$ cat config.mk
export PLATFORM = sky130hd
export DESIGN_NAME = mac_dot_ctrl
export DESIGN_NICKNAME = d
export VERILOG_FILES = /design/src/rtl/mac_dot_ctrl.sv
export SDC_FILE = /design/constraint.sdc
export NUM_CORES = 2
export LEC_CHECK = 0
export ABC_AREA = 1
export CORE_MARGIN = 3
export CORE_UTILIZATION = 25
export DETAILED_ROUTE_END_ITERATION = 6
export DONT_BUFFER_PORTS = 1
export GPL_TIMING_DRIVEN = 0
export SYNTH_ARGS = -nofsm -noshare
export SYNTH_HDL_FRONTEND = slang
export SYNTH_SLANG_ARGS = --single-unit
$ cat constraint.sdc
create_clock -name clk -period 4.15 [get_ports clk]
set_input_delay 0.83 -clock clk [delete_from_list [all_inputs] [get_ports clk]]
set_output_delay 0.83 -clock clk [all_outputs]
set_load 0.01 [all_outputs]
$ cat src/rtl/mac_dot_ctrl.sv
// Dot-product MAC controller: accepts len operand pairs, multiplies each into a
// product stage and accumulates into a 64-bit result with a sticky carry flag.
module mac_dot_ctrl #(
  parameter int unsigned LEN_W = 16
) (
  input  logic             clk,
  input  logic             rst_n,
  input  logic             start,
  input  logic [LEN_W-1:0] len,
  input  logic             abort,
  input  logic [31:0]      a,
  input  logic [31:0]      b,
  input  logic             in_valid,
  output logic             in_ready,
  output logic             busy,
  output logic             done,
  output logic [63:0]      result,
  output logic             overflow
);

  typedef enum logic [1:0] {S_IDLE, S_RUN, S_DRAIN, S_DONE} state_t;

  state_t           state_q, state_d;
  logic [63:0]      acc_q;
  logic             ovf_q;
  logic [LEN_W-1:0] cnt_q;
  logic [LEN_W-1:0] len_q;
  logic [63:0]      prod_q;
  logic             pv_q;

  logic             clr;
  logic             accept;
  logic [64:0]      sum;

  assign in_ready = (state_q == S_RUN);
  assign busy     = (state_q != S_IDLE);
  assign done     = (state_q == S_DONE);
  assign result   = acc_q;
  assign overflow = ovf_q;

  always_comb begin
    state_d = state_q;
    clr     = 1'b0;
    accept  = 1'b0;
    sum     = {1'b0, acc_q} + {1'b0, prod_q};
    if (abort) begin
      state_d = S_IDLE;
      clr     = 1'b1;
    end else begin
      case (state_q)
        S_IDLE: begin
          if (start) begin
            clr     = 1'b1;
            state_d = (len == '0) ? S_DONE : S_RUN;
          end
        end
        S_RUN: begin
          accept = in_valid;
          // len_q is nonzero in RUN, so len_q-1 never wraps
          if (in_valid && (cnt_q == len_q - LEN_W'(1)))
            state_d = S_DRAIN;
        end
        S_DRAIN: state_d = S_DONE;
        S_DONE:  state_d = S_IDLE;
        default: state_d = S_IDLE;
      endcase
    end
  end

  always_ff @(posedge clk or negedge rst_n) begin
    if (!rst_n) begin
      state_q <= S_IDLE;
    end else begin
      state_q <= state_d;
    end
  end

  always_ff @(posedge clk or negedge rst_n) begin
    if (!rst_n) begin
      acc_q  <= '0;
      ovf_q  <= 1'b0;
      cnt_q  <= '0;
      len_q  <= '0;
      prod_q <= '0;
      pv_q   <= 1'b0;
    end else if (clr) begin
      acc_q <= '0;
      ovf_q <= 1'b0;
      cnt_q <= '0;
      pv_q  <= 1'b0;
      if (!abort)
        len_q <= len;
    end else begin
      pv_q <= accept;
      if (accept) begin
        prod_q <= {32'b0, a} * {32'b0, b};
        cnt_q  <= cnt_q + LEN_W'(1);
      end
      if (pv_q) begin
        acc_q <= sum[63:0];
        if (sum[64])
          ovf_q <= 1'b1;
      end
    end
  end

endmodule

Yosys cells after proc, flatten, opt, wreduce, memory -nomap -nowiden
Index checks and enable logic that the tools add are counted.
{"block": "op_classes", "addsub": 3, "mul": 1, "n_eq_ne": 6, "muxes": 18, "bitwise_logic": 2, "n_reduce_logical": 11}
{"operator": "2-to-1 mux 64 bit", "n": 2}
{"operator": "adder 64 x 64 -> 65 bit", "n": 1}
{"operator": "multiplier 32 x 32 -> 64 bit", "n": 1}
{"operator": "2-to-1 mux 16 bit", "n": 2}
{"operator": "adder 16 x 1 -> 16 bit (second input constant)", "n": 1}
{"operator": "== test 16 bit", "n": 1}
{"operator": "zero test 16 bit", "n": 1}
{"operator": "subtractor 16 x 1 -> 16 bit (second input constant)", "n": 1}
{"operator": "2-to-1 mux 1 bit", "n": 9}
{"operator": "2-to-1 mux 2 bit", "n": 4}
{"operator": "case mux 2 bit (4 select lines)", "n": 1}
{"operator": "AND reduction 2 bit", "n": 4}
{"operator": "nonzero test 2 bit", "n": 4}
{"operator": "== test 2 bit (second input constant)", "n": 2}
{"operator": "inequality test 3 x 2 -> 1 bit (second input constant)", "n": 1}
{"operator": "inequality test 3 bit (second input constant)", "n": 1}
{"operator": "== test 2 x 1 -> 1 bit (second input constant)", "n": 1}
{"operator": "zero test 2 bit", "n": 1}
{"operator": "inverter 1 bit", "n": 2}
{"operator": "logical AND 1 bit", "n": 1}
{"block": "totals", "ff_bits": 164, "inputBits": 85}

Depth between registers and ports, before layout
{"block": "logic_depth", "depth_word": 6, "ltp_mapped": 31}

Worst setup path after synthesis
Ideal clock, no wire load.
{"block": "synth_path", "path_kind": "input to register", "start": "input a[31]", "end": "register prod_q[54]", "setup_time_ps": 117, "arrival_ps": 6621, "t_required_ps": 4033, "path_slack_ps": -2588, "cell_stages": 28, "n_path_buf": 1, "path_cell_list": "clkbuf_1 -> nand2_1 -> fa_1 -> inv_1 -> fa_1 -> fa_1 -> inv_1 -> fa_1 -> inv_1 -> fa_1 -> fa_1 -> fa_1 -> inv_1 -> fa_1 -> inv_1 -> ha_1 -> nand2_1 -> nor2_1 -> inv_1 -> nor2_1 -> inv_2 -> nor2_2 -> and3_1 -> nand2_1 -> nand3_1 -> nand2_1 -> nand3_1 -> nand2_1"}
{"block": "synth_between", "elab_chain_cells": 1}
{"item": "from (decl)", "line_no": "11", "rtl": "input logic [31:0] a,"}
{"item": "multiplier 32 x 32 -> 64 bit", "line_no": "96", "rtl": "prod_q <= {32'b0, a} * {32'b0, b};"}
{"item": "to (signal assigned)", "line_no": "96"}
{"item": "to (decl)", "line_no": "28", "rtl": "logic [63:0] prod_q;"}
No other way between the ends.
A chain may end at the register's enable or synchronous reset.

Worst setup path after layout
{"block": "layout_path", "start": "input a[11]", "end": "register prod_q[62]"}
The elaborated chain is that of the path after synthesis.

==> metrics <==
status finished, violations left; failing checks negative setup slack; clock tree from TritonCTS yes; GRT Util Overall 20.41%; vias in the first global route 43511; worst-path fanout max 6; top-area cell type share of the netlist area 38.32%; die width 439.0 microns; top cells by count, synth inv_1 (1777), nand2_1 (1724), fa_1 (897); Max Slew Vio Count 0; core area 0.1858 sq mm; via density per instance 4.705; Bufs on Longest Clock Path 2; DRC viols 0; CP Capture Type flip-flop; CTS Buf Count 17; global route total overflow 0; clk root buf clkbuf_16; Post-synth EDFFs 0; critical path class primary input to flip-flop; top_reg_cell synth dfrtp_1; Yosys reg bits 164; RSZ-0062 raised after global routing yes; syn avg cell area 7.346 sq um; number of max-cap violations 0; Rel. slew slack 36.56%; cts hold-fix bufs 0; die area 0.1927 sq mm; crit path time final 6.739 ns; Setup Slack @ Placement -4.122 ns; delay-heaviest family, CP adder cells; Layout area overhead 23.57%; sequential share of the synthesized area 8.758%; post-detail-place hpwl 167000 microns; Ys Warns 0; post-synthesis cell count 6379; Cell Area, Synth 0.04686 sq mm; final setup fails 56; WP buf/inv 7; worst min path class primary input to asynchronous set/reset pin; Clk Latency, worst-skew pair 0.47 ns; period utilisation layout 162.4%; Starting Density 25.22%; Antenna Violating Nets Remaining 0; gpl congestion 1.011; routed wire length 199800 microns; most frequent cell after synthesis inv_1; via count 42591; wire per inst 22.07 microns; Synth cell types 55; total clock sinks 164; maximum clock rate 0.1484 GHz; Arr. time, crit path 7.09 ns; Worst path max stage delay 0.64 ns; row count 158; I/O pin cnt 153; ranking of synthesized cells by area fa_1 (38%), inv_1 (14%), nand2_1 (14%), ha_1 (8.9%), dfrtp_1 (8.8%); Slew @ Worst Pin 0.9516 ns; Port Buf Inserts 0; DIE HEIGHT 439.0 microns; Reg clk slew, reported paths 0.08 ns; Fin. Hold Viols 0; share of layout cells above drive strength 1 17.76%; Yosys top cell by area fa_1; Pre-Repair DR Iteration Count 6; CP startpoint kind primary input; number of DRC markers in iteration 0 3848; synthesized net count 7695; post-route setup slack -2.589 ns; skew final 0.01247 ns; largest net degree at the start of global routing 165; first-pass GRT wire length 289500 microns; initial antenna violation count 4; H-tree levels 4; Slowest-stage cell, CP fa_2; Final #Nets 7873; WP data required 4.50 ns; asr flop ratio synth 100.0%
[cell families after synthesis]
group	count (synthesis)	synth area share [%]
compound gates	531	6.186
xor+xnor	50	0.9345
fa+ha+maj	1231	47.24
buf+inv	2025	16.27
flops	164	8.758
mux	7	0.1682
simple gates	2371	20.44
[cell usage in the layout, fill, tap and decap left out, drive strengths merged, types with 3 or more instances in the layout]
cell / n
a211oi: 6
a21boi: 4
a21o: 8
a21oi: 235
a31oi: 8
a32o: 4
buf: 213
clkbuf: 185
clkinvlp: 3
dfrtp: 164
fa: 897
ha: 334
inv: 1812
mux2: 7
nand2: 1753
nand3: 147
nand3b: 19
nand4: 22
nor2: 376
nor3: 29
nor4: 12
o21a: 9
o21ai: 225
o21bai: 20
or2: 8
xnor2: 34
xor2: 16
[metrics by stage]
step / util, % / area [sq um] / instances / TNS (ns) / hold slack, ns
global route: 31.16 / 57900 / 9050 / -133.21 / 0.02730
finish: 31.16 / 57910 / 9052 / -126.32 / 0.04724
global placement: 27.75 / 51560 / 8859 / -183.59 / 0.4801
detailed placement: 27.75 / 51560 / 8859 / -184.94 / 0.4802
CTS: 30.32 / 56350 / 9000 / -121.91 / 0.02199
floorplan: - / 48460 / 6379 / -116.09 / 0.4459
[final timing paths]
kind | from | to | slack, ns | depth (start not counted)
setup / recovery | a[11] | prod_q[62]$_DFFE_PN0P_ | -2.59 | 26
setup reg to reg | result[0]$_DFFE_PN0P_ | overflow$_DFFE_PN0P_ | 1.20 | 12
max in group asynchronous | rst_n | prod_q[57]$_DFFE_PN0P_ | 3.73 | 0
hold / removal | rst_n | result[59]$_DFFE_PN0P_ | 0.05 | 0
min in group clk | prod_q[2]$_DFFE_PN0P_ | prod_q[2]$_DFFE_PN0P_ | 0.50 | 2
hold reg to reg | prod_q[2]$_DFFE_PN0P_ | prod_q[2]$_DFFE_PN0P_ | 0.50 | 2
[registers in the layout, indices dropped and copies added, names as in the netlist]
| register | flops |
|---|---|
| len_q | 16 |
| prod_q | 64 |
| pv_q | 1 |
| state_q | 2 |
| result | 64 |
| cnt_q | 16 |
| overflow | 1 |
[worst register-to-register path, cell delays in order, from the launching register on]
cell	delay [ns]
dfrtp_1	0.49
ha_1	0.28
fa_1	0.45
nand2_1	0.16
o21ai_2	0.12
nand2_1	0.10
nand2_2	0.07
nand2_1	0.11
nand2_2	0.11
nand4_1	0.10
nand3_1	0.25
a21oi_1	0.47
o21ai_1	0.11
[layout make-up]
type                       instances  area [sq um]
clock buffer                      17         425.4
buffer                           222          3258
antenna                            2         5.005
fill                           19844        127900
inverter                        1803          6783
tap                             2480          3103
clock inverter                    15         155.1
timing repair buffer             159          1546
sequential                       164          4104
multi-input combinational       4190         38530
[metal layers]
layer  up-vias  share of wire (%)  GRT usage (%)
met2      2020                 45          32.71
li1      18834                  -              -
met3       474                9.6          4.446
met1     21261                 39          26.08
met4         2                6.2          9.675
met5         -             0.0055              0
[timing repair]
action | 4_1_cts | 5_1_grt
setup endpoints to repair | 58 | 58
pin swaps | 243 | 270
cloned | 3 | 2
gates resized for setup | 736 | 333
setup buffers | 106 | 48
Power is left out: the tool's default activity adds up to more than one toggle a clock period on the data nets, which glitch-free logic cannot reach.
